===== src/rtl/rbm_seq_layer.sv =====
// Time-multiplexed RBM visible-to-hidden sampling layer: one MAC per hidden unit,
// saturating fixed point, PLAN sigmoid, per-unit Galois LFSR sampling. Optional ProbO port via RBM_PROB_OUT_EN.
module rbm_seq_layer #(
    parameter int unsigned DATA_W    = 12,
    parameter int unsigned FRAC      = 4,
    parameter int unsigned SG_W      = 8,
    parameter int unsigned IN_DIM    = 6,
    parameter int unsigned OUT_DIM   = 5,
    parameter logic [15:0] SEED_BASE = 16'hACE1
) (
    input  logic                               clock,
    input  logic                               reset,
    input  logic                               StartI,
    input  logic                               ModeI,
    input  logic [IN_DIM*DATA_W-1:0]           ImageI,
    input  logic [IN_DIM*OUT_DIM*DATA_W-1:0]   WeightI,
    input  logic [OUT_DIM*DATA_W-1:0]          BiasI,
    output logic                               BusyO,
    output logic                               DoneO,
    output logic [OUT_DIM-1:0]                 HoutputO
`ifdef RBM_PROB_OUT_EN
    ,
    output logic [OUT_DIM*SG_W-1:0]            ProbO
`endif
);

    localparam int unsigned IDX_W  = (IN_DIM > 1) ? $clog2(IN_DIM) : 1;
    localparam int unsigned PROD_W = 2 * DATA_W;
    localparam int unsigned ACC_W  = 2 * DATA_W + $clog2(IN_DIM) + 1;
    localparam int unsigned XS_W   = DATA_W + SG_W + 1;

    localparam logic signed [ACC_W-1:0] PRE_MAX = ACC_W'((1 << (DATA_W - 1)) - 1);
    localparam logic signed [ACC_W-1:0] PRE_MIN = ~PRE_MAX;
    localparam logic [15:0]             LFSR_TAPS = 16'hB400;

    typedef enum logic [1:0] {
        S_IDLE,
        S_MAC,
        S_ACT,
        S_SAMPLE
    } state_t;

    state_t                   state;
    logic                     mode_q;
    logic [IDX_W-1:0]         idx;
    logic signed [ACC_W-1:0]  acc  [OUT_DIM];
    logic [SG_W-1:0]          prob [OUT_DIM];
    logic [15:0]              lfsr [OUT_DIM];

    logic signed [DATA_W-1:0] v_cur;
    logic signed [DATA_W-1:0] w_cur    [OUT_DIM];
    logic signed [DATA_W-1:0] b_cur    [OUT_DIM];
    logic signed [PROD_W-1:0] prod_c   [OUT_DIM];
    logic signed [ACC_W-1:0]  prod_ext [OUT_DIM];
    logic signed [ACC_W-1:0]  bias_ext [OUT_DIM];
    logic [SG_W-1:0]          prob_c   [OUT_DIM];
    logic [OUT_DIM-1:0]       h_c;

    // Arithmetic shift back to DATA_W fractional format, clamped to the signed DATA_W range
    function automatic logic signed [DATA_W-1:0] sat_pre(input logic signed [ACC_W-1:0] a);
        logic signed [ACC_W-1:0] sh;
        sh = a >>> FRAC;
        if (sh > PRE_MAX)
            return DATA_W'(PRE_MAX);
        else if (sh < PRE_MIN)
            return DATA_W'(PRE_MIN);
        else
            return DATA_W'(sh);
    endfunction

    // PLAN piecewise-linear sigmoid; result in units of 2^-SG_W, 1.0 clamps to all ones
    function automatic logic [SG_W-1:0] sigmoid(input logic signed [DATA_W-1:0] x);
        logic [DATA_W-1:0] ax;
        logic [XS_W-1:0]   xs;
        logic [XS_W-1:0]   y;
        ax = x[DATA_W-1] ? DATA_W'(-x) : DATA_W'(x);
        xs = (XS_W'(ax) << SG_W) >> FRAC;
        if (ax >= DATA_W'(5 << FRAC))
            y = XS_W'(1 << SG_W);
        else if (ax >= DATA_W'((19 << FRAC) >> 3))
            y = (xs >> 5) + XS_W'((27 << SG_W) >> 5);
        else if (ax >= DATA_W'(1 << FRAC))
            y = (xs >> 3) + XS_W'((5 << SG_W) >> 3);
        else
            y = (xs >> 2) + XS_W'(1 << (SG_W - 1));
        if (x[DATA_W-1])
            return SG_W'(XS_W'(1 << SG_W) - y);
        else if (y >= XS_W'(1 << SG_W))
            return {SG_W{1'b1}};
        else
            return SG_W'(y);
    endfunction

    function automatic logic [15:0] lfsr_next(input logic [15:0] s);
        return s[0] ? ((s >> 1) ^ LFSR_TAPS) : (s >> 1);
    endfunction

    function automatic logic [15:0] seed_of(input int unsigned j);
        logic [15:0] s;
        s = SEED_BASE ^ 16'(j * 32'h0000_9E37);
        return (s == 16'h0000) ? 16'h0001 : s;
    endfunction

    // Datapath: current-index products, bias preload and per-unit decisions
    always_comb begin
        v_cur = signed'(ImageI[int'(idx)*DATA_W +: DATA_W]);
        h_c   = '0;
        for (int j = 0; j < OUT_DIM; j++) begin
            w_cur[j]    = signed'(WeightI[(int'(idx)*OUT_DIM + j)*DATA_W +: DATA_W]);
            b_cur[j]    = signed'(BiasI[j*DATA_W +: DATA_W]);
            prod_c[j]   = PROD_W'(v_cur) * PROD_W'(w_cur[j]);
            prod_ext[j] = ACC_W'(prod_c[j]);
            bias_ext[j] = ACC_W'(b_cur[j]) <<< FRAC;
            prob_c[j]   = sigmoid(sat_pre(acc[j]));
            if (mode_q)
                h_c[j] = (prob[j] >= SG_W'(1 << (SG_W - 1)));
            else
                h_c[j] = (prob[j] > lfsr[j][15 -: SG_W]);
        end
    end

    // Sequencer: IDLE -> MAC (IN_DIM cycles) -> ACT -> SAMPLE -> IDLE
    always_ff @(posedge clock) begin
        if (reset) begin
            state    <= S_IDLE;
            mode_q   <= 1'b0;
            idx      <= '0;
            BusyO    <= 1'b0;
            DoneO    <= 1'b0;
            HoutputO <= '0;
`ifdef RBM_PROB_OUT_EN
            ProbO    <= '0;
`endif
            for (int j = 0; j < OUT_DIM; j++) begin
                acc[j]  <= '0;
                prob[j] <= '0;
                lfsr[j] <= seed_of(j);
            end
        end else begin
            DoneO <= 1'b0;
            case (state)
                S_IDLE: begin
                    if (StartI) begin
                        mode_q <= ModeI;
                        idx    <= '0;
                        BusyO  <= 1'b1;
                        for (int j = 0; j < OUT_DIM; j++)
                            acc[j] <= bias_ext[j];
                        state  <= S_MAC;
                    end
                end
                S_MAC: begin
                    for (int j = 0; j < OUT_DIM; j++)
                        acc[j] <= acc[j] + prod_ext[j];
                    if (idx == IDX_W'(IN_DIM - 1)) begin
                        idx   <= '0;
                        state <= S_ACT;
                    end else begin
                        idx <= idx + IDX_W'(1);
                    end
                end
                S_ACT: begin
                    for (int j = 0; j < OUT_DIM; j++)
                        prob[j] <= prob_c[j];
                    state <= S_SAMPLE;
                end
                S_SAMPLE: begin
                    HoutputO <= h_c;
                    DoneO    <= 1'b1;
                    BusyO    <= 1'b0;
                    for (int j = 0; j < OUT_DIM; j++) begin
                        lfsr[j] <= lfsr_next(lfsr[j]);
`ifdef RBM_PROB_OUT_EN
                        ProbO[j*SG_W +: SG_W] <= prob[j];
`endif
                    end
                    state <= S_IDLE;
                end
                default: state <= S_IDLE;
            endcase
        end
    end

endmodule


===== config.mk =====
export PLATFORM = sky130hd
export DESIGN_NAME = rbm_seq_layer
export DESIGN_NICKNAME = d
export VERILOG_FILES = /design/src/rtl/rbm_seq_layer.sv
export SDC_FILE = /design/constraint.sdc
export NUM_CORES = 2
export LEC_CHECK = 0
export CAP_MARGIN = 20
export CELL_PAD_IN_SITES_DETAIL_PLACEMENT = 0
export CELL_PAD_IN_SITES_GLOBAL_PLACEMENT = 1
export CORE_MARGIN = 4
export CORE_UTILIZATION = 32
export CTS_BUF_LIST = sky130_fd_sc_hd__clkbuf_8
export DETAILED_ROUTE_END_ITERATION = 7
export PLACE_DENSITY = 0.67
export SLEW_MARGIN = 20
export SYNTH_ARGS = -nofsm -noshare
export SYNTH_HDL_FRONTEND = slang
export SYNTH_SLANG_ARGS = --single-unit

===== constraint.sdc =====
create_clock -name clock -period 10.6 [get_ports clock]
set_input_delay 2.65 -clock clock [delete_from_list [all_inputs] [get_ports clock]]
set_output_delay 2.65 -clock clock [all_outputs]
set_load 0.02 [all_outputs]

# == Word-level counts from Yosys, hierarchy flattened ==
# Memories as Yosys holds them, arrays and structs flattened.
# Cells that the tools add are included.
# classes
eq_ne,6
n_reduce_logical,7
addsub,35
bitwise_logic,25
magnitude_cmp,40
muxes,93
shift,6
multipliers,12
# op_table
cell,n
360-bit by 12-bit indexed part select with 12-bit output,4
360-bit by 11-bit indexed part select with 12-bit output,1
28-bit two-way mux,10
12-bit two-way mux,15
16-bit two-way mux,10
28-bit by 24-bit adder with 28-bit output,5
15-bit two-way mux,9
21-bit two-way mux,6
"24-bit by 12-bit greater-than comparator with 1-bit output, second input constant",5
"24-bit by 12-bit < comparator with 1-bit output, second input constant",5
12-bit by 12-bit multiplier with 24-bit output,5
8-bit two-way mux,15
"14-bit by 8-bit adder with 15-bit output, second input constant",5
72-bit by 8-bit indexed part select with 12-bit output,1
"13-bit by 8-bit adder with 14-bit output, second input constant",5
"21-bit by 9-bit >= comparator with 1-bit output, second input constant",3
"11-bit by 8-bit adder with 12-bit output, second input constant",5
"12-bit by 5-bit >= comparator with 1-bit output, second input constant",5
"12-bit by 6-bit >= comparator with 1-bit output, second input constant",5
"12-bit by 7-bit >= comparator with 1-bit output, second input constant",5
12-bit negator,5
"8-bit >= comparator, second input constant",5
8-bit greater-than comparator,5
"1-bit by 8-bit subtractor with 8-bit output, first input constant",5
24 further kinds,80
# word_totals
n_memories,3
elab_cells,233
inputBits,496
out_inout_bits,7
reg_bits,13
mem_bits_rw,260
# memory_table
name,words,width,rd,rd_ports_with_merged_regs,write_ports,line_no,source
acc,5,28,5,0,5,46,logic signed [ACC_W-1:0] acc [OUT_DIM];
lfsr,5,16,5,0,5,48,logic [15:0] lfsr [OUT_DIM];
prob,5,8,5,0,5,47,logic [SG_W-1:0] prob [OUT_DIM];

# == Logic depth before layout (Yosys ltp) ==
# An unclocked memory read counts as a cell.
# logic_depth
depth_word,14
ltp_mapped,32

# == Least setup slack after synthesis ==
# No wires, ideal clock.
# synth_timing
path_kind,input to register
from,in ImageI[47]
to,"mem acc[0][54] in the netlist's numbering, data pin"
setup_time_ps,275
t_arrival_ps,9852
setup_slack_ps,473
path_stages,25
required_ps,10325
n_path_buf,2
cell_sequence,mux4_2 > a21oi_1 > clkbuf_1 > clkbuf_1 > nor2_1 > fa_1 > fa_1 > fa_1 > fa_1 > inv_1 > fa_1 > inv_1 > ha_1 > ha_1 > and3_1 > a21oi_1 > o211ai_1 > a31oi_1 > o21ai_0 > a2111oi_0 > o41ai_1 > a21o_1 > a21oi_1 > mux2i_1 > o211ai_1
# synth_rtl
element,line_no,source
"start, declared",15,"input logic [IN_DIM*DATA_W-1:0] ImageI,"
"end, declared",46,

==> impl_metrics.csv <==
group,metric,value,unit
global_routing,grt_pass1_vias,44688,
routing,post_drt_wl_per_cell,22.76,µm
cells_and_area,final.fill_count,16725,
clock_network,clk_latency,740,ps
cells_and_area,final-instance-count-excl-fill,8399,
timing,rsz0062_at_grt,"no",
setup_path,crit_top_cell,"fa_1",
clock_network,cts_tree,"yes",
setup_path,worst_path_max_delay_cell,"a2111oi_0",
timing,fmax,98.85,MHz
clock_network,htreeDepth,2,
clock_network,clkSinkCount,273,
min_path,hold_start,"HoutputO[0]",
setup_path,cp.required,11080,ps
logic_synthesis,ys.flop_type,"edfxtp_1",
logic_synthesis,yosysWarningCount,0,
placement,io_buffers,502,
floorplanning,die_y,415.7,µm
floorplanning,core-area,165200,µm²
clock_network,clkTransAtPathRegs,60,ps
setup_path,path_buf_inv,6,
setup_path,crit_path_start,"WeightI[98]",
clock_network,ctsResizeCount,0,
routing,drtIter0Drc,2852,
timing,setup_viol,0,
floorplanning,pin_count,503,
clock_network,hold_buffers,0,
run_status,status,"complete, no violations",
logic_synthesis,synth_cells,5625,
global_routing,grt_overflow,0,
floorplanning,dieArea,172800,µm²
setup_path,rr_endpoint,"acc[0][110]",
routing,via_per_inst,5.059,
setup_path,cp_max_fo,5,
cells_and_area,drive_above_1_share,7.265,%
setup_path,max_stage_delay,800,ps
routing,firstDrtPassIters,6,
timing,layout_min_cycle_time,10120,ps
timing,hold_viol,0,
logic_synthesis,yosys-top-cells-area,"fa_1, edfxtp_1, ha_1",
placement,gp_congestion,0.9633,
setup_path,endpoint_kind,"flop",
logic_synthesis,yosysMostFrequentCell,"inv_1",
setup_path,r2r_slack,1520,ps
logic_synthesis,synth_cell_types,81,
min_path,min_path_type,"reg2reg",
global_routing,grt_pass1_wl,287900,µm
logic_synthesis,synth_top_area_share,33.68,%
logic_synthesis,synth_fp_nets,7464,
cells_and_area,area_growth,18.76,%
setup_path,path_delay_family,"adder cells",
setup_path,rr_startpoint,"idx[0]",
logic_synthesis,synth-edff-count,260,
clock_network,cts_buffers,55,
cells_and_area,utilization,38.25,%
clock_network,cts_max_path_buffers,3,
cells_and_area,fin_area,63180,µm²
logic_synthesis,synthTopCellsByCount,"inv_1, fa_1, nand2_1",
setup_path,cp-endpoint,"acc[0][110]",
global_routing,track_usage,22.03,%
setup_path,cp.arrival,10600,ps
logic_synthesis,ys_seq_area_share,15.16,%
routing,ant_nets,0,
global_routing,grt_max_degree,62,
logic_synthesis,post_synth.cell_area_avg,9.458,µm²
placement,placed_cells,8280,
timing,finClkSkew,18.68,ps
timing,finalMaxSlewViolations,0,
timing,period_share,95.44,%
setup_path,ff2ff_path_depth,28,
setup_path,cp-start-kind,"input pin",
clock_network,root_buffer,"clkbuf_8",
routing,drc,0,
setup_path,path_depth,27,
routing,routed_wl,191200,µm
cells_and_area,nets,7987,
timing,hold_ws,488.5,ps
timing,tightest_slew,1228,ps
logic_synthesis,synth_seq_cells,273,
job,cap_violations,0,
setup_path,crit_type,"in2reg",
timing,slew_headroom,17.36,%
routing,vias,42490,
logic_synthesis,synth_area,53200,µm²
clock_network,post_cts_buffers,0,
placement,place_area,62000,µm²
floorplanning,die_w,415.7,µm
floorplanning,row_count,149,
logic_synthesis,yosysTopAreaCell,"fa_1",
floorplanning,start_util,32.21,%
logic_synthesis,synthArstFlopShare,0,%
placement,place.detailed.hpwl,161600,µm
global_routing,antenna_found_initial,17,
## sequential cells by signal, indices dropped and copies added, names as in the netlist
signal,cells
BusyO,1
DoneO,1
HoutputO,5
acc,140
idx,3
lfsr,80
mode_q,1
prob,40
state,2
## through the flow
stage                     setup TNS (ps)  setup slack, ps
after detailed placement          -328.1           -157.3
after CTS                              0            627.4
final                                  0            483.5
after floorplan                        0            473.0
after global placement            -415.1           -186.3
after global routing                   0            131.8
## worst min-delay path, cell delays in order, from the launching register on
cell and delay [ps]:
dfxtp_1 310, nor2_1 80, a211oi_1 50
## logic make-up (layout without fill, tap and decap cells)
group | Yosys count | after routing | share of synthesized area [%]
buffers and inverters | 1234 | 1803 | 8.711
other | 0 | 16 | 0
xor gates and xnor gates | 191 | 191 | 3.144
AOI/OAI and AO/OA | 838 | 838 | 10.22
muxes | 178 | 178 | 5.061
adders and majority gates | 1343 | 1343 | 44.21
and+or+nand+nor | 1568 | 1568 | 13.48
DFF | 273 | 273 | 15.16
## area by class of cell
class / count / area [µm²] / area share [%]
multi-input cells: 4118 / 40630 / 64.31
flip-flops and latches: 273 / 8075 / 12.78
repair buffers: 713 / 6859 / 10.86
inverters: 987 / 3707 / 5.868
well taps: 2189 / 2739 / 4.335
clock buffers: 55 / 757.0 / 1.198
clock inverters: 48 / 371.6 / 0.5881
diodes: 16 / 40.04 / 0.06337
## layout by cell type, fill, tap and decap left out, types with 38 or more instances in the layout
cell type	count
inv_1	995
fa_1	895
nand2_1	585
clkdlybuf4s50_1	502
nor2_1	450
ha_1	448
edfxtp_1	260
o21ai_0	215
buf_4	191
a21oi_1	178
xnor2_1	130
and2_1	113
mux2i_1	98
mux4_2	72
nand3_1	65
a21o_1	64
xor2_1	61
nor3_1	59
nand2b_1	57
clkbuf_8	55
nand4_1	39
a211oi_1	38
## layer usage
| metal | share of wire, % | routed length (µm) | up-vias | global-route usage, % |
|---|---|---|---|---|
| met4 | 4.6 | 8840 | 16 | 8.983 |
| met2 | 47 | 90550 | 1123 | 36.28 |
| li1 | - | - | 19503 | - |
| met3 | 5.2 | 9977 | 285 | 3.322 |
| met1 | 43 | 81700 | 21563 | 29.05 |
| met5 | 0.054 | 104 | - | 0 |
## worst min-delay path by stage
stage	slack [ps]	cells past startpoint	end
3_5_place_dp	480	1	lfsr[4][4]
3_3_place_gp	480	1	lfsr[0][0]
4_1_cts	490	2	HoutputO[2]
5_1_grt	510	1	lfsr[0][5]
6_report	490	2	HoutputO[0]
2_1_floorplan	480	1	lfsr[0][0]
Power is left out: the tool's default activity adds up to more than one toggle a clock period on the data nets, which glitch-free logic cannot reach.
